==> src/rtl/mshr_refill_controller_if.sv <==
// rtl/mshr_refill_controller_if.sv - MSHR refill controller request, memory, fill and writeback bundle
interface mshr_refill_controller_if #(
  parameter int LINE_WORDS = 4,
  parameter int ROB_IDX_W  = 5
);
  logic                    flush_i;
  logic                    repair_req_i;
  logic [31:0]             repair_req_addr_i;
  logic [31:0]             repair_req_data_i;
  logic [ROB_IDX_W-1:0]    repair_req_rob_idx_i;
  logic                    repair_is_store_i;
  logic                    repair_ack_o;
  logic                    repair_complete_o;
  logic                    mem_req_o;
  logic [31:0]             mem_addr_o;
  logic                    mem_gnt_i;
  logic                    mem_rvalid_i;
  logic [31:0]             mem_rdata_i;
  logic                    fill_en_o;
  logic [31:0]             fill_addr_o;
  logic [32*LINE_WORDS-1:0] fill_data_o;
  logic                    fill_dirty_o;
  logic                    wb_valid_o;
  logic [ROB_IDX_W-1:0]    wb_rob_idx_o;
  logic [31:0]             wb_data_o;

  modport slave (
    input  flush_i, repair_req_i, repair_req_addr_i, repair_req_data_i,
           repair_req_rob_idx_i, repair_is_store_i, mem_gnt_i, mem_rvalid_i, mem_rdata_i,
    output repair_ack_o, repair_complete_o, mem_req_o, mem_addr_o, fill_en_o,
           fill_addr_o, fill_data_o, fill_dirty_o, wb_valid_o, wb_rob_idx_o, wb_data_o
  );

  modport master (
    output flush_i, repair_req_i, repair_req_addr_i, repair_req_data_i,
           repair_req_rob_idx_i, repair_is_store_i, mem_gnt_i, mem_rvalid_i, mem_rdata_i,
    input  repair_ack_o, repair_complete_o, mem_req_o, mem_addr_o, fill_en_o,
           fill_addr_o, fill_data_o, fill_dirty_o, wb_valid_o, wb_rob_idx_o, wb_data_o
  );
endinterface

==> src/rtl/mshr_refill_controller.sv <==
// rtl/mshr_refill_controller.sv - fetches a missed line word by word, merges store data, fills cache, returns load word
module mshr_refill_controller #(
  parameter int LINE_WORDS = 4,
  parameter int ROB_IDX_W  = 5
) (
  input logic                     clk_i,
  input logic                     rst_i,
  mshr_refill_controller_if.slave bus
);
  localparam int WI_W = $clog2(LINE_WORDS);
  localparam int OFF  = WI_W + 2;
  localparam logic [WI_W-1:0] LAST_BEAT = WI_W'(LINE_WORDS - 1);

  localparam logic [2:0] S_IDLE     = 3'd0;
  localparam logic [2:0] S_MEM_REQ  = 3'd1;
  localparam logic [2:0] S_MEM_WAIT = 3'd2;
  localparam logic [2:0] S_FILL     = 3'd3;
  localparam logic [2:0] S_DONE     = 3'd4;

  logic [2:0]                  state_q, state_d;
  logic [WI_W-1:0]             beat_q, beat_d;
  logic [31-OFF:0]             tag_q, tag_d;
  logic [WI_W-1:0]             word_q, word_d;
  logic [31:0]                 sdata_q, sdata_d;
  logic [ROB_IDX_W-1:0]        rob_q, rob_d;
  logic                        store_q, store_d;
  logic                        killed_q, killed_d;
  logic [LINE_WORDS-1:0][31:0] buf_q, buf_d;
  logic [LINE_WORDS-1:0][31:0] merged;
  logic                        busy_after_ack;
  logic                        unused_addr_bits;

  // byte offset within a word never matters: refills are whole words
  assign unused_addr_bits = ^bus.repair_req_addr_i[1:0];
  assign busy_after_ack   = (state_q == S_MEM_REQ) || (state_q == S_MEM_WAIT) || (state_q == S_FILL);

  // next-state: request capture, beat sequencing, line buffering and the load-kill flag
  always_comb begin
    state_d  = state_q;
    beat_d   = beat_q;
    tag_d    = tag_q;
    word_d   = word_q;
    sdata_d  = sdata_q;
    rob_d    = rob_q;
    store_d  = store_q;
    killed_d = killed_q;
    buf_d    = buf_q;
    if (busy_after_ack && bus.flush_i && !store_q) begin
      killed_d = 1'b1;
    end
    case (state_q)
      S_IDLE: begin
        if (bus.repair_req_i) begin
          state_d  = S_MEM_REQ;
          beat_d   = '0;
          tag_d    = bus.repair_req_addr_i[31:OFF];
          word_d   = bus.repair_req_addr_i[OFF-1:2];
          sdata_d  = bus.repair_req_data_i;
          rob_d    = bus.repair_req_rob_idx_i;
          store_d  = bus.repair_is_store_i;
          killed_d = bus.flush_i && !bus.repair_is_store_i;
        end
      end
      S_MEM_REQ: begin
        if (bus.mem_gnt_i) begin
          state_d = S_MEM_WAIT;
        end
      end
      S_MEM_WAIT: begin
        if (bus.mem_rvalid_i) begin
          buf_d[beat_q] = bus.mem_rdata_i;
          if (beat_q == LAST_BEAT) begin
            state_d = S_FILL;
          end else begin
            beat_d  = beat_q + 1'b1;
            state_d = S_MEM_REQ;
          end
        end
      end
      S_FILL: begin
        state_d = S_DONE;
      end
      S_DONE: begin
        state_d  = S_IDLE;
        killed_d = 1'b0;
      end
      default: begin
        state_d = S_IDLE;
      end
    endcase
  end

  // state registers; reset aborts any refill in flight
  always_ff @(posedge clk_i or posedge rst_i) begin
    if (rst_i) begin
      state_q  <= S_IDLE;
      beat_q   <= '0;
      tag_q    <= '0;
      word_q   <= '0;
      sdata_q  <= '0;
      rob_q    <= '0;
      store_q  <= 1'b0;
      killed_q <= 1'b0;
      buf_q    <= '0;
    end else begin
      state_q  <= state_d;
      beat_q   <= beat_d;
      tag_q    <= tag_d;
      word_q   <= word_d;
      sdata_q  <= sdata_d;
      rob_q    <= rob_d;
      store_q  <= store_d;
      killed_q <= killed_d;
      buf_q    <= buf_d;
    end
  end

  // line as written to the cache: a store miss overlays its data on the missed word
  always_comb begin
    merged = buf_q;
    if (store_q) begin
      merged[word_q] = sdata_q;
    end
  end

  assign bus.repair_ack_o      = (state_q == S_IDLE) && bus.repair_req_i && !rst_i;
  assign bus.repair_complete_o = (state_q == S_DONE);
  assign bus.mem_req_o         = (state_q == S_MEM_REQ);
  assign bus.mem_addr_o        = bus.mem_req_o ? {tag_q, beat_q, 2'b00} : 32'd0;
  assign bus.fill_en_o         = (state_q == S_FILL);
  assign bus.fill_addr_o       = bus.fill_en_o ? {tag_q, {OFF{1'b0}}} : 32'd0;
  assign bus.fill_data_o       = bus.fill_en_o ? merged : '0;
  assign bus.fill_dirty_o      = bus.fill_en_o && store_q;
  assign bus.wb_valid_o        = (state_q == S_DONE) && !store_q && !killed_q;
  assign bus.wb_rob_idx_o      = bus.wb_valid_o ? rob_q : '0;
  assign bus.wb_data_o         = bus.wb_valid_o ? buf_q[word_q] : 32'd0;
endmodule

==> src/flat_wrapper.sv <==
// flat-port wrapper written by rule: the top's interface ports become plain ports
module mshr_refill_controller_flat 
#(
  parameter int LINE_WORDS = 4,
  parameter int ROB_IDX_W  = 5
)
  (clk_i, rst_i, bus_flush_i, bus_repair_req_i, bus_repair_req_addr_i, bus_repair_req_data_i, bus_repair_req_rob_idx_i, bus_repair_is_store_i, bus_mem_gnt_i, bus_mem_rvalid_i, bus_mem_rdata_i, bus_repair_ack_o, bus_repair_complete_o, bus_mem_req_o, bus_mem_addr_o, bus_fill_en_o, bus_fill_addr_o, bus_fill_data_o, bus_fill_dirty_o, bus_wb_valid_o, bus_wb_rob_idx_o, bus_wb_data_o);
  mshr_refill_controller_if #(.LINE_WORDS(LINE_WORDS), .ROB_IDX_W(ROB_IDX_W)) bus_i ();
  input logic clk_i;
  input logic rst_i;
  input wire logic [$bits(bus_i.flush_i)-1:0] bus_flush_i;
  input wire logic [$bits(bus_i.repair_req_i)-1:0] bus_repair_req_i;
  input wire logic [$bits(bus_i.repair_req_addr_i)-1:0] bus_repair_req_addr_i;
  input wire logic [$bits(bus_i.repair_req_data_i)-1:0] bus_repair_req_data_i;
  input wire logic [$bits(bus_i.repair_req_rob_idx_i)-1:0] bus_repair_req_rob_idx_i;
  input wire logic [$bits(bus_i.repair_is_store_i)-1:0] bus_repair_is_store_i;
  input wire logic [$bits(bus_i.mem_gnt_i)-1:0] bus_mem_gnt_i;
  input wire logic [$bits(bus_i.mem_rvalid_i)-1:0] bus_mem_rvalid_i;
  input wire logic [$bits(bus_i.mem_rdata_i)-1:0] bus_mem_rdata_i;
  output wire logic [$bits(bus_i.repair_ack_o)-1:0] bus_repair_ack_o;
  output wire logic [$bits(bus_i.repair_complete_o)-1:0] bus_repair_complete_o;
  output wire logic [$bits(bus_i.mem_req_o)-1:0] bus_mem_req_o;
  output wire logic [$bits(bus_i.mem_addr_o)-1:0] bus_mem_addr_o;
  output wire logic [$bits(bus_i.fill_en_o)-1:0] bus_fill_en_o;
  output wire logic [$bits(bus_i.fill_addr_o)-1:0] bus_fill_addr_o;
  output wire logic [$bits(bus_i.fill_data_o)-1:0] bus_fill_data_o;
  output wire logic [$bits(bus_i.fill_dirty_o)-1:0] bus_fill_dirty_o;
  output wire logic [$bits(bus_i.wb_valid_o)-1:0] bus_wb_valid_o;
  output wire logic [$bits(bus_i.wb_rob_idx_o)-1:0] bus_wb_rob_idx_o;
  output wire logic [$bits(bus_i.wb_data_o)-1:0] bus_wb_data_o;
  assign bus_i.flush_i = bus_flush_i;
  assign bus_i.repair_req_i = bus_repair_req_i;
  assign bus_i.repair_req_addr_i = bus_repair_req_addr_i;
  assign bus_i.repair_req_data_i = bus_repair_req_data_i;
  assign bus_i.repair_req_rob_idx_i = bus_repair_req_rob_idx_i;
  assign bus_i.repair_is_store_i = bus_repair_is_store_i;
  assign bus_i.mem_gnt_i = bus_mem_gnt_i;
  assign bus_i.mem_rvalid_i = bus_mem_rvalid_i;
  assign bus_i.mem_rdata_i = bus_mem_rdata_i;
  assign bus_repair_ack_o = bus_i.repair_ack_o;
  assign bus_repair_complete_o = bus_i.repair_complete_o;
  assign bus_mem_req_o = bus_i.mem_req_o;
  assign bus_mem_addr_o = bus_i.mem_addr_o;
  assign bus_fill_en_o = bus_i.fill_en_o;
  assign bus_fill_addr_o = bus_i.fill_addr_o;
  assign bus_fill_data_o = bus_i.fill_data_o;
  assign bus_fill_dirty_o = bus_i.fill_dirty_o;
  assign bus_wb_valid_o = bus_i.wb_valid_o;
  assign bus_wb_rob_idx_o = bus_i.wb_rob_idx_o;
  assign bus_wb_data_o = bus_i.wb_data_o;
  mshr_refill_controller #(.LINE_WORDS(LINE_WORDS), .ROB_IDX_W(ROB_IDX_W)) u_core (.clk_i(clk_i), .rst_i(rst_i), .bus(bus_i));
endmodule
==> config.mk <==
export PLATFORM = sky130hd
export DESIGN_NAME = mshr_refill_controller_flat
export DESIGN_NICKNAME = d
export VERILOG_FILES = /design/src/rtl/mshr_refill_controller_if.sv /design/src/rtl/mshr_refill_controller.sv /design/src/flat_wrapper.sv
export SDC_FILE = /design/constraint.sdc
export NUM_CORES = 1
export LEC_CHECK = 0
export CORE_ASPECT_RATIO = 1.4
export CORE_MARGIN = 1
export CORE_UTILIZATION = 39
export CTS_CLUSTER_DIAMETER = 60
export CTS_CLUSTER_SIZE = 24
export DETAILED_ROUTE_END_ITERATION = 12
export GPL_TIMING_DRIVEN = 0
export HOLD_SLACK_MARGIN = 0.1
export PLACE_DENSITY = 0.69
export SLEW_MARGIN = 10
export SYNTH_ARGS = -nofsm -noshare
export SYNTH_HDL_FRONTEND = slang
export SYNTH_SLANG_ARGS = --single-unit
export TNS_END_PERCENT = 50
==> constraint.sdc <==
create_clock -name clk_i -period 7.5 [get_ports clk_i]
set_clock_uncertainty 0.2 [all_clocks]
set_input_delay 1.125 -clock clk_i [delete_from_list [all_inputs] [get_ports clk_i]]
set_output_delay 1.125 -clock clk_i [all_outputs]
set_load 0.03 [all_outputs]
# Word-level counts from Yosys, hierarchy flattened

Cells that the tools add are included.

Register bits: 202
Bits in latches: 0
RAM bits: 0
ROM bits: 0
Input bits: 108
Output and inout port bits: 235
Logic and storage cells: 74
Memories: 0

$add $sub $neg: 1
Multiply operators: 0
Divide/modulo/power cells: 0
Order comparisons: 4
Equal/unequal tests: 9
Shift operators: 0
Mux-type cells: 26
Bitwise logic cells: 0
Reduce and logical (&&, ||, !) cells: 22

Operators with widths:

| kind                  | number |
|---|---|
| $bwmux W128           | 2 |
| $mux W128             | 2 |
| $mux W32              | 6 |
| $demux W32 S2         | 2 |
| $bmux W32 S2          | 1 |
| $pmux W3 S4           | 1 |
| $logic_and A1 B1 Y1   | 10 |
| $mux W3               | 3 |
| $mux W2               | 4 |
| $ne A2 B2 Y1 const B  | 4 |
| $eq A3 B2 Y1 const B  | 2 |
| $lt A2 B3 Y1 const B  | 2 |
| $mux W5               | 1 |
| $ge A2 B1 Y1 const B  | 2 |
| $logic_not A1 Y1      | 4 |
| $pmux W2 S2           | 1 |
| $reduce_and A2 Y1     | 2 |
| $reduce_and A4 Y1     | 1 |
| $eq A3 B1 Y1 const B  | 1 |
| $eq A3 B3 Y1 const B  | 1 |
| $logic_not A3 Y1      | 1 |
| $reduce_and A3 Y1     | 1 |
| $add A2 B1 Y2 const B | 1 |
| $eq A2 B2 Y1 const B  | 1 |
| other kinds (4)       | 6 |

# Logic depth before layout (Yosys ltp)

Gate-level depths: netlist of run 1.

Depth in word-level cells: 8
Mapped depth: 6

# Worst setup path before layout of run 1

No wires, ideal clock.

Path kind: input -> output
From: input port rst_i
To: output port bus_repair_ack_o
Arrival time: 5967 ps
Required time: 6175 ps
Slack: 208 ps
Cell stages on the path: 2
Buffers on the path: 0
Cells stage by stage: inv_1 and2_1

Word-level cells in the longest chain between the ends: 2

RTL lines:

| what                       | RTL line                      | source |
|---|---|---|
| start, declared            | flat_wrapper.sv:10            | `input logic rst_i;` |
| $logic_not A1 Y1 (no line) | --                            |  |
| $logic_and A1 B1 Y1        | mshr_refill_controller.sv:126 | `assign bus.repair_ack_o = (state_q == S_IDLE) && bus.repair_req_i && !rst_i;` |
| end, declared              | flat_wrapper.sv:20            | `output wire logic [$bits(bus_i.repair_ack_o)-1:0] bus_repair_ack_o;` |

Every way passes these cells.

# Final worst setup path of run 1

From: input port bus_repair_req_i
To: output port bus_repair_ack_o

Word-level cells in the longest chain between the ends: 2

RTL lines:

| what                              | RTL line                      | source |
|---|---|---|
| start, declared                   | flat_wrapper.sv:12            | `input wire logic [$bits(bus_i.repair_req_i)-1:0] bus_repair_req_i;` |
| $logic_and A1 B1 Y1 (2 in series) | mshr_refill_controller.sv:126 |  |

Every way passes these cells.

==> results.py, run 1 <==
metrics = {
    "cells_and_area": {
        "multi_input_area_sq_um": 5550,
        "area_growth_pct": 40.1,
        "mostFrequentLayoutCell": "clkdlybuf4s50_1",
        "mostFrequentLayoutCells": "clkdlybuf4s50_1 (334), nand2_1 (257), dfrtp_1 (202)",
        "fin_area_sq_um": 15600,
        "final_util_pct": 56.2,
        "regArea_sq_um": 5050,
        "fillers": 2414,
        "fin_cells": 1796,
        "layout.nets": 1524,
        "drive_gt1_share_pct": 21.5,
    },
    "hold_path": {
        "min_path_type": "register to register",
        "min_path_cells": 1,
        "min_from": "u_core.rob_q[1]",
        "hold-path-endpoint": "u_core.rob_q[1]",
    },
    "worst_setup_path": {
        "rrSetupSlack_ns": 5.25,
        "reg2reg_from": "u_core.state_q[0]",
        "cp_max_fo": 10,
        "critPathKind": "primary input to primary output",
        "worst_setup_path_end_kind": "primary output",
        "reg2regPathDepth": 4,
        "crit_path_frequent_cell": "clkdlybuf4s50_1",
        "arrival_ns": 3.53,
        "slowest_stage": "nor4b_4",
        "start_kind": "primary input",
        "worstPathCellList": "clkdlybuf4s50_1, nor4b_4, buf_6, and2_1, clkdlybuf4s50_1",
        "max_stage_delay_ns": 0.75,
        "crit_required_ns": 6.17,
        "critical_path_buf_inv_count": 3,
        "cp_top_family": "buffers and inverters",
        "r2r-end": "u_core.rob_q[0]",
    },
    "routing": {
        "vias_per_cell": 5.35,
        "drc": 0,
        "ant_nets": 0,
        "routed_wl_um": 38600,
        "drtIter0Drc": 523,
        "drtPass1Iterations": 5,
        "wl_per_cell_um": 21.5,
        "num_vias": 9603,
    },
    "placed_design": {
        "place_inst": 1762,
        "gp_congestion": 0.840,
        "hpwl_um": 27800,
        "place_area_sq_um": 15000,
        "io_buffers": 334,
        "pre_cts_ws_ns": 2.65,
    },
    "timing": {
        "period_needed_ns": 4.85,
        "setup_tns_ns": 0,
        "worst_slew_pin_slew_ns": 0.867,
        "worst_hold_slack_ns": 0.309,
        "worst_slew_margin_rel_pct": 42.0,
        "rsz0062_at_grt": "no",
        "fmax_mhz": 206,
        "setup_violations": 0,
        "setup_ws_ns": 2.65,
        "hold_violations": 0,
        "period_share_pct": 64.7,
        "slew_violations": 0,
    },
    "global_route": {
        "antenna_found_initial": 3,
        "grt_max_degree": 86,
        "grt_first_pass_wirelength_um": 58700,
        "grt_pass1_vias": 10100,
        "grt.total_usage_pct": 26.1,
        "grt.overflow.total": 0,
    },
    "clock_network": {
        "clk_latency_ns": 0.50,
        "hold_buffers": 0,
        "cts_root_buf": "clkbuf_16",
        "post-cts-setup-buffers": 0,
        "clk_pin_slew_ns": 0.07,
        "htreeDepth": 1,
        "cts_made_buffers": 18,
        "cts.sinks": 202,
        "cts_tree": "yes",
        "ctsResizeCount": 0,
        "clockBufferDepth": 3,
    },
    "power_and_ir_drop": {
        "clkPwrFrac_pct": 16.8,
        "power.total_mw": 5.68,
        "switching_share_pct": 42.0,
        "combPwrFrac_pct": 49.6,
        "seqPwrFrac_pct": 33.7,
        "p_leak_nw": 6.44,
        "switchingPower_mw": 2.38,
        "power_density_nw_per_um2": 363,
        "ir_worst_vdd_mv": 0.246,
        "p_int_mw": 3.29,
    },
    "floorplanning": {
        "start_util_pct": 40.1,
        "die-area_sq_um": 29300,
        "dieWidth_um": 145,
        "num_rows": 72,
        "core_area_sq_um": 27800,
        "chipHeight_um": 202,
        "io_pins": 343,
    },
    "logic_synthesis": {
        "synth_seq_area_share_pct": 45.3,
        "ys_async_sr_fraction_pct": 100,
        "synthCells": 1051,
        "ys_ff_latch": 202,
        "syn_area_sq_um": 11200,
        "synthDistinctLibCells": 35,
        "avgSynthCellArea_sq_um": 10.6,
        "synth_top_flop_cell": "dfrtp_1",
        "synth_edf_count": 0,
        "yosysWarnings": 0,
    },
    "run": {
        "cap_viol_max_count": 0,
    },
    "outcome": {
        "outcome": "finished clean",
    },
}
## cells in the mapped netlist, types with 8 or more instances
cell	number	area share, %
buf_2	13	0.58
clkbuf_1	39	1.3
mux2_2	181	18
mux2_4	8	1.1
dfrtp_1	202	45
nand2_1	257	8.6
mux4_2	32	6.5
buf_1	8	0.27
buf_4	8	0.54
buf_6	21	2.1
and2_1	98	5.5
inv_1	8	0.27
a21oi_1	130	5.8
## per-layer routing
layer	GRT usage, %	vias to the layer above	routed length (um)
met1	30.9	4773	14800
met3	3.97	94	2350
met5	0	-	0
met2	46.1	440	19900
met4	12.7	0	1600
li1	-	4296	-
## worst max-delay path by stage
stage	from	slack (ns)	depth (start not counted)	end
after global routing	bus_repair_req_i	2.58	5	bus_repair_ack_o
after detailed placement	bus_repair_req_i	2.65	5	bus_repair_ack_o
final	bus_repair_req_i	2.65	5	bus_repair_ack_o
after global placement	rst_i	-2.55	4	bus_repair_ack_o
after CTS	bus_repair_req_i	2.64	5	bus_repair_ack_o
after floorplan	rst_i	0.21	2	bus_repair_ack_o
## worst register-to-register path, delay by kind of cell (launching register included)
family / cells / cell delay (ns)
buffers and inverters: 2 / 0.42
DFF: 1 / 0.40
and+or+nand+nor: 1 / 0.77
muxes: 1 / 0.35
## sequential cells by signal, summed over array words and instances, names as in the netlist, 2 cells and up
register,cells
u_core.buf_q,128
u_core.beat_q,2
u_core.tag_q,28
u_core.rob_q,5
u_core.word_q,2
u_core.state_q,3
u_core.sdata_q,32
## power by group through the flow
stage | combinational [mW] | clock, mW | sequential, mW
after global placement | 2.76 | 0 | 1.90
after detailed placement | 2.81 | 0 | 1.92
final | 2.81 | 0.952 | 1.91
after CTS | 2.82 | 0.974 | 1.90
after global routing | 2.99 | 1.01 | 1.97
after floorplan | 1.92 | 0 | 1.79
## kinds of logic (layout without fill, tap and decap cells)
family	after synthesis	in the layout	share of synthesized area, %
buf+inv	97	464	5.09
fa+ha+maj	4	4	0.449
simple gates	382	382	16.2
other cells	1	9	0.0336
flops	202	202	45.3
compound gates	137	137	6.38
mux	228	228	26.5
## area by class of cell
class / count / share of cell area [%]
antenna: 3 / 0.0480
buffer: 89 / 3.44
clock buffer: 20 / 3.07
clock inverter: 11 / 0.664
inverter: 8 / 0.240
multi-input combinational: 757 / 35.5
sequential: 202 / 32.3
tap: 370 / 2.96
timing repair buffer: 336 / 21.7
No activity file was read; power rests on OpenSTA's default activity.
==> run 2: changes to the inputs <==
- clock period: 7.5 -> 4.75 ns (I/O delays scaled with it)
==> results.py, run 2 (same netlist as run 1, synthesis figures left out) <==
metrics = {
    "outcome": {
        "outcome": "finished clean",
    },
    "worst_setup_path": {
        "start_kind": "register",
        "slowest_stage": "clkdlybuf4s50_1",
        "worst_setup_path_end_kind": "primary output",
        "arrival_ns": 3.34,
        "crit_path_frequent_cell": "clkbuf_1",
        "critPathKind": "register to primary output",
        "critical_path_buf_inv_count": 4,
        "max_stage_delay_ns": 0.69,
        "cp_max_fo": 10,
        "crit_required_ns": 3.84,
        "cp_top_family": "buffers and inverters",
        "worstPathCellList": "buf_6, nor2_1, and3_1, clkbuf_1, clkbuf_1, and2_1, clkdlybuf4s50_1",
    },
    "clock_network": {
        "clk_pin_slew_ns": 0.08,
        "cts_root_buf": "clkbuf_16",
        "cts_made_buffers": 17,
        "htreeDepth": 1,
        "clockBufferDepth": 3,
        "clk_latency_ns": 0.49,
        "cts_tree": "yes",
        "cts.sinks": 202,
        "post-cts-setup-buffers": 0,
        "ctsResizeCount": 0,
        "hold_buffers": 0,
    },
    "power_and_ir_drop": {
        "p_leak_nw": 6.48,
        "power_density_nw_per_um2": 574,
        "ir_worst_vdd_mv": 0.346,
    },
    "global_route": {
        "grt.overflow.total": 0,
        "grt.total_usage_pct": 25.9,
        "grt_max_degree": 37,
        "grt_pass1_vias": 9857,
        "antenna_found_initial": 4,
        "grt_first_pass_wirelength_um": 58300,
    },
    "cells_and_area": {
        "regArea_sq_um": 5050,
        "mostFrequentLayoutCells": "clkdlybuf4s50_1 (334), nand2_1 (257), dfrtp_1 (202)",
        "layout.nets": 1527,
        "largest_register_ffs": 128,
        "multi_input_area_sq_um": 5550,
        "fillers": 2407,
        "mostFrequentLayoutCell": "clkdlybuf4s50_1",
        "top_regs": "u_core.buf_q x128, u_core.sdata_q x32, u_core.tag_q x28",
        "area_growth_pct": 40.9,
        "regMostFlops": "u_core.buf_q",
        "drive_gt1_share_pct": 21.6,
    },
    "floorplanning": {
        "io_pins": 343,
        "dieWidth_um": 145,
        "die-area_sq_um": 29300,
        "start_util_pct": 40.1,
        "core_area_sq_um": 27800,
        "chipHeight_um": 202,
        "num_rows": 72,
    },
    "timing": {
        "setup_tns_ns": 0,
        "fmax_mhz": 235,
        "period_share_pct": 89.4,
        "hold_violations": 0,
        "worst_slew_pin_slew_ns": 0.885,
        "slew_violations": 0,
        "worst_slew_margin_rel_pct": 40.8,
        "rsz0062_at_grt": "no",
        "setup_ws_ns": 0.502,
        "period_needed_ns": 4.25,
        "setup_violations": 0,
    },
    "routing": {
        "drtPass1Iterations": 5,
        "vias_per_cell": 5.31,
        "drc": 0,
        "wl_per_cell_um": 21.4,
        "num_vias": 9550,
        "routed_wl_um": 38500,
        "ant_nets": 0,
        "drtIter0Drc": 676,
    },
    "hold_path": {
        "min_path_type": "register to register",
    },
    "run": {
        "cap_viol_max_count": 0,
    },
    "placed_design": {
        "pre_cts_ws_ns": 0.688,
        "io_buffers": 334,
        "gp_congestion": 0.854,
        "hpwl_um": 28300,
    },
}
[run 2: cell types whose count changed in the layout (fill, tap and decap cells not counted), sizes merged]
| cell | delta |
|---|---|
| clkbuf | -1 |
| buf | +4 |
| inv | -4 |
| bufinv | +3 |
| clkinvlp | +1 |
| clkinv | -2 |
| diode | +1 |
[run 2: report_power, final]
group	switching (mW)	total, mW	internal, mW
Combinational	2.40	4.44	2.04
Sequential	0.606	3.02	2.41
Clock	0.694	1.56	0.865
Total	3.71	9.02	5.31
[run 2: final timing paths]
path / cells past startpoint / slack (ns) / startpoint / to
setup / recovery: 7 / 0.50 / u_core.state_q[0] / bus_wb_data_o[2]
hold / removal: 1 / 0.30 / u_core.rob_q[3] / u_core.rob_q[3]
setup reg to reg: 4 / 2.48 / u_core.state_q[0] / u_core.sdata_q[5]
hold reg to reg: 1 / 0.30 / u_core.rob_q[3] / u_core.rob_q[3]
max in group asynchronous: 5 / 2.92 / rst_i / u_core.sdata_q[17]
min in group asynchronous: 2 / 0.37 / rst_i / u_core.tag_q[19]
[run 2: final cells by class]
| cell class | instances | share of cell area (%) |
|---|---|---|
| inverter | 8 | 0.215 |
| buffer | 89 | 3.42 |
| clock inverter | 9 | 0.908 |
| tap | 370 | 2.95 |
| antenna | 4 | 0.0637 |
| timing repair buffer | 340 | 22.1 |
| clock buffer | 19 | 2.88 |
| multi-input combinational | 757 | 35.3 |
| sequential | 202 | 32.2 |
[run 2: layer usage]
metal  global-route usage [%]  part of all wire, %  vias up
met2                     46.1                   52      407
met3                     4.45                  6.8       67
met5                        0                    0        -
met1                     31.0                   38     4771
li1                         -                    -     4305
met4                     9.99                  3.3        0
[run 2: stage by stage]
step	utilization [%]	power [mW]	hold slack (ns)	std cells	instance area [sq um]
3_5_place_dp	54.3	7.47	0.287	1766	15100
6_report	56.5	9.02	0.303	1798	15700
5_1_grt	56.5	9.48	0.330	1798	15700
4_1_cts	56.4	9.05	0.305	1794	15700
2_1_floorplan	-	5.85	0.272	1056	11200
3_3_place_gp	53.8	7.36	0.282	1760	15000
==> run 3: changes to the inputs <==
- TNS_END_PERCENT: 50 -> 5
==> results of run 3 <==
The final DEF is identical to that of run 2; final timing and power are the same.
==> RTL edit 1: new RTL, flow settings as in run 2 <==
`ROB_IDX_W` is set to 5 in 3 places; all go to 6.
--- a/src/rtl/mshr_refill_controller_if.sv
+++ b/src/rtl/mshr_refill_controller_if.sv
@@ -3,3 +3,3 @@
   parameter int LINE_WORDS = 4,
-  parameter int ROB_IDX_W  = 5
+  parameter int ROB_IDX_W  = 6
 );
--- a/src/rtl/mshr_refill_controller.sv
+++ b/src/rtl/mshr_refill_controller.sv
@@ -3,3 +3,3 @@
   parameter int LINE_WORDS = 4,
-  parameter int ROB_IDX_W  = 5
+  parameter int ROB_IDX_W  = 6
 ) (
--- a/src/flat_wrapper.sv
+++ b/src/flat_wrapper.sv
@@ -4,3 +4,3 @@
   parameter int LINE_WORDS = 4,
-  parameter int ROB_IDX_W  = 5
+  parameter int ROB_IDX_W  = 6
 )
Interface: changed (resized bus_repair_req_rob_idx_i and bus_wb_rob_idx_o); port bits go from 343 to 345. The function was not compared with the original's and may differ.
==> RTL edit 1 against run 2 <==
Count of clock-buffer cells in the layout is 2 lower. Register-to-register slack worse by 130 ps. Non-clock buffer count is 2 higher. Largest cell class unchanged. Worst setup slack worse by 68 ps. Wire length is 1.0% higher. Power is 1.1% lower. Fmax is 1.6% lower. Highest routed layer is now met5. Area after synthesis is 0.21% lower. Design area is 0.36% lower. Global-route usage is 1.1 points higher. Utilization is 0.20 points lower. Sequential cell count is 1 higher. Combinational power is 1% lower. Critical endpoint is now bus_wb_data_o[19].
==> RTL edit 1: results (changes against run 2) <==
The run finished with clean final reports. The compound-gate portion of the synthesized area was 6.40% (+0.014 points). The post-layout net count is 1533 (+0.39%). The leakage power of the design is 6.46 nW (-0.27%). The vias per cell came to 5.38 (+1.3%).

In this run the critical register-to-register path is captured at u_core.state_q[2]$_DFFE_PP0P_. The count of routing violations after the opening detailed-route iteration is 595 (-12%). The number of fill cells in the layout was 2421 (+0.58%). By count the netlist is led by 257 x sky130_fd_sc_hd__nand2_1, 203 x sky130_fd_sc_hd__dfrtp_1, 189 x sky130_fd_sc_hd__mux2_2.

The number of synthesized register bits came out at 203 (+0.50%). The reg-to-reg setup timing slack came out at 2350 ps (-130 ps). The total routing usage reported by global routing came to 27.0% (+1.1 points). The share of final-layout standard cells stronger than drive strength 1 came to 21.9% (+0.31 points). The worst setup slack after placement came out at 650 ps (-37.8 ps).

The clock buffer and inverter area fraction after layout came to 3.68% (-0.11 points). The worst vdd rail ir drop is 353 uV (+2.0%). The number of global-route vias before repair was 10031 (+1.8%). The worst hold slack across all endpoints is 303 ps (-0.247 ps). The fraction of synthesized area in multiplexers came out at 26.4% (-0.11 points). The multi-input combinational area share came out at 35.3% (-0.049 points). The highest clock frequency the design can meet came out at 232 MHz (-1.6%).

The startpoint identified for the worst register-to-register timing path is u_core.state_q[1]$_DFFE_PP0P_. The antenna diode count came out at 2 (-2). The final instance count without filler cells was 1803 (+0.28%). The fraction of cell area in non-clock buffers is 25.4% (-0.092 points). The share of synthesized cell area in full adder, half adder and majority cells is 0.450% (+0.00096 points). The critical path arrival is 3400 ps (+60 ps).
-- RTL edit 1: cell types whose count changed after synthesis, moves of 6 or more --
cell                     change
sky130_fd_sc_hd__buf_1       -6
sky130_fd_sc_hd__mux2_2      +8
sky130_fd_sc_hd__buf_6       -8
sky130_fd_sc_hd__mux2_4      -8
sky130_fd_sc_hd__buf_4       +7
sky130_fd_sc_hd__buf_2       +7
-- RTL edit 1: power breakdown --
part	internal, mW	switching [mW]	total (mW)
combinational	1.99	2.39	4.39
sequential	2.42	0.616	3.04
clock	0.752	0.743	1.50
-- RTL edit 1: metal layers --
layer / track usage, % / vias up / wire length [um]
li1: - / 4317 / -
met1: 32.7 / 4817 / 14900
met2: 45.9 / 464 / 19700
met3: 4.90 / 101 / 2570
met4: 12.4 / 2 / 1580
met5: 0 / - / 13
-- RTL edit 1: metrics by stage --
step	utilization [%]	TNS [ps]
final	56.3	0
after global routing	56.3	0
after CTS	56.2	0
after detailed placement	54.2	0
after global placement	53.8	-107950
after floorplan	-	-442
==> RTL edit 2: new RTL, flow settings as in run 2 <==
Without the edit above. Reset style: synchronous (`rst_i`), changed in one clocked block.
--- a/src/rtl/mshr_refill_controller.sv
+++ b/src/rtl/mshr_refill_controller.sv
@@ -93,3 +93,3 @@
   // state registers; reset aborts any refill in flight
-  always_ff @(posedge clk_i or posedge rst_i) begin
+  always_ff @(posedge clk_i) begin
     if (rst_i) begin
Formal check against the unedited RTL: differs if rst_i is asserted again (counterexample within 4 cycles, from zero or initial values and one cycle with rst_i high); with rst_i held inactive, the same outputs for 4 cycles.
==> RTL edit 2 against run 2 <==
Worst setup slack got worse by 20 ps. Design area fell by 2.8%. Sequential cell count did not move. Wire length rose by 23%. Via count rose by 36%. Area after synthesis fell by 2.1%. Critical path type unchanged. Highest routed layer unchanged.
Power is not compared: it rests on default switching activity, and its combinational part moved more than twofold at a synthesized area within 25%.
==> RTL edit 2: results (changes against run 2) <==
The tree is rooted in a sky130_fd_sc_hd__clkbuf_16. The path category of the worst min-delay check is reg -> reg. The first-pass GRT wire length is 70200 um (+20%). The clock tree buffer depth is 3 (unchanged). The relative slew slack is 45.0% (+4.2 points). The distinct cell type count after synthesis is 39 (+11%).

The share of final-layout standard cells stronger than drive strength 1 is 6.76% (-15 points). The count of routing violations after the opening detailed-route iteration is 1517 (+120%). The flow ran to the end, and the final reports show no timing, DRC or antenna violations.

After clock tree synthesis, the clock-pin slew on the worst setup and hold paths is around 90 ps. The clock latency on the worst-skew pair came to 510 ps (+20 ps). The routed wirelength normalized by instance count is 20.9 um (-2.2%). In the synthesized netlist the dominant register cell turns out to be sky130_fd_sc_hd__dfxtp_1.

The category of cells accounting for the largest share of critical-path delay is buffers and inverters. The detailed-routing iteration count for the pre-antenna-repair pass came out at 6 (+1). The last weighted congestion value of the routability-driven placer is 0.947 (+11%). The fraction of synthesized area in multiplexers came out at 6.71% (-20 points). The leakage power of the design came out at between 4 and 5 nW. The share of synthesized cell area in full adder, half adder and majority cells was 0.459% (+0.0098 points).

The largest registers in the layout are u_core.buf_q: 128 flops, u_core.sdata_q: 32 flops, u_core.tag_q: 28 flops. The register area share after synthesis came out at 37.0% (-8.3 points). The proportion of register bits with asynchronous set or reset after synthesis came out at 0% (-100 points). The maximum number of pins on one net before global-route repair is 23 (-38%). The number of buffers inserted during clock tree synthesis came out at 16 (-1). Ranked by instance count, the synthesized netlist is headed by 393 x sky130_fd_sc_hd__nand2_1, 325 x sky130_fd_sc_hd__a21oi_1, 202 x sky130_fd_sc_hd__dfxtp_1. The parity-gate share of the synthesized area counting xor and xnor cells is 0% (unchanged). The count of instances resized after the clock tree is built came out at 0 (unchanged). The critical path arrival came out at 3360 ps (+20 ps). The port buffer count came out at 333 (-0.30%). The CTS H-tree depth came to 1 (unchanged).

Across the VDD grid, the largest voltage drop is around 180 uV. Ranked by total cell area, the synthesized netlist is headed by sky130_fd_sc_hd__dfxtp_1 37%, sky130_fd_sc_hd__a21oi_1 15%, sky130_fd_sc_hd__nand2_1 14%. The post-layout net count came to 1997 (+31%). The highest fanout seen on the critical path came to 10 (unchanged). The number of antenna violations at the first check in global routing is 1 (-3). The total routing usage reported by global routing is 32.3% (+6.4 points).

The count of synthesis-stage warnings from yosys came out at 0 (unchanged). The largest individual stage delay along the critical path comes from the cell sky130_fd_sc_hd__clkdlybuf4s50_1. The number of buffers inserted to repair setup after CTS is 0 (unchanged). The number of global-route vias before repair is 12452 (+26%). The HPWL after detailed placement is 35000 um (+24%).

The delay of the slowest cell on the worst path is 740 ps (+50 ps). The number of vias in the routed layout is 12970 (+36%). The compound-gate portion of the synthesized area came out at 21.6% (+15 points).
-- RTL edit 2: kinds of logic after synthesis --
family / count (synthesis)
compound gates: 466
fa+ha+maj: 4
buf+inv: 179
flops: 202
mux: 33
other cells: 1
simple gates: 644
-- RTL edit 2: final cells by class --
type	count	area, um2
Clock inverter	8	96.3
Tap cell	370	463
Clock buffer	19	443
Fill cell	2708	12300
Sequential cell	202	4040
Buffer	170	764
Multi-Input combinational cell	1153	6090
Timing Repair Buffer	333	3330
Inverter	9	33.8
Antenna cell	2	5.00
-- RTL edit 2: metal layers --
layer  track usage [%]  vias up  routed length [um]
met5                 0        -                   0
met4              17.4        0                2270
met3              6.75      176                4710
met2              55.5      818               23400
met1              37.6     6056               17000
li1                  -     5920                   -
-- RTL edit 2: report_power, final --
group	internal, mW	switching [mW]	total [mW]
clock network	0.701	0.744	1.44
registers	1.74	0.0448	1.78
logic	0.192	0.307	0.499
total	2.63	1.10	3.73
-- RTL edit 2: worst paths after layout --
check	start	to	slack [ps]	cells after the start
worst max-delay path	u_core.word_q[0]$_SDFFE_PP0P_	bus_fill_data_o[5]	480	6
worst min-delay path	u_core.rob_q[2]$_SDFFE_PP0P_	u_core.rob_q[2]$_SDFFE_PP0P_	260	2
worst max register to register	u_core.beat_q[1]$_SDFFE_PP0P_	u_core.buf_q[36]$_SDFFE_PP0P_	2470	7
worst min register to register	u_core.rob_q[2]$_SDFFE_PP0P_	u_core.rob_q[2]$_SDFFE_PP0P_	260	2
-- RTL edit 2: worst register-to-register path, cell delays in order (launching register included) --
cell and delay, ps:
sky130_fd_sc_hd__dfxtp_1 460, sky130_fd_sc_hd__inv_1 100, sky130_fd_sc_hd__ha_1 190, sky130_fd_sc_hd__clkbuf_1 220
sky130_fd_sc_hd__inv_1 210, sky130_fd_sc_hd__clkbuf_1 430, sky130_fd_sc_hd__o21ai_0 210, sky130_fd_sc_hd__a21oi_1 180
-- RTL edit 2: metrics by stage --
step	hold WS [ps]	setup slack (ps)	area, um2	instances
final	263	482	15300	2266
after global routing	280	451	15300	2265
after CTS	261	571	15300	2264
after detailed placement	249	923	14700	2237
after global placement	239	932	14700	2237
after floorplan	232	1980	10900	1534
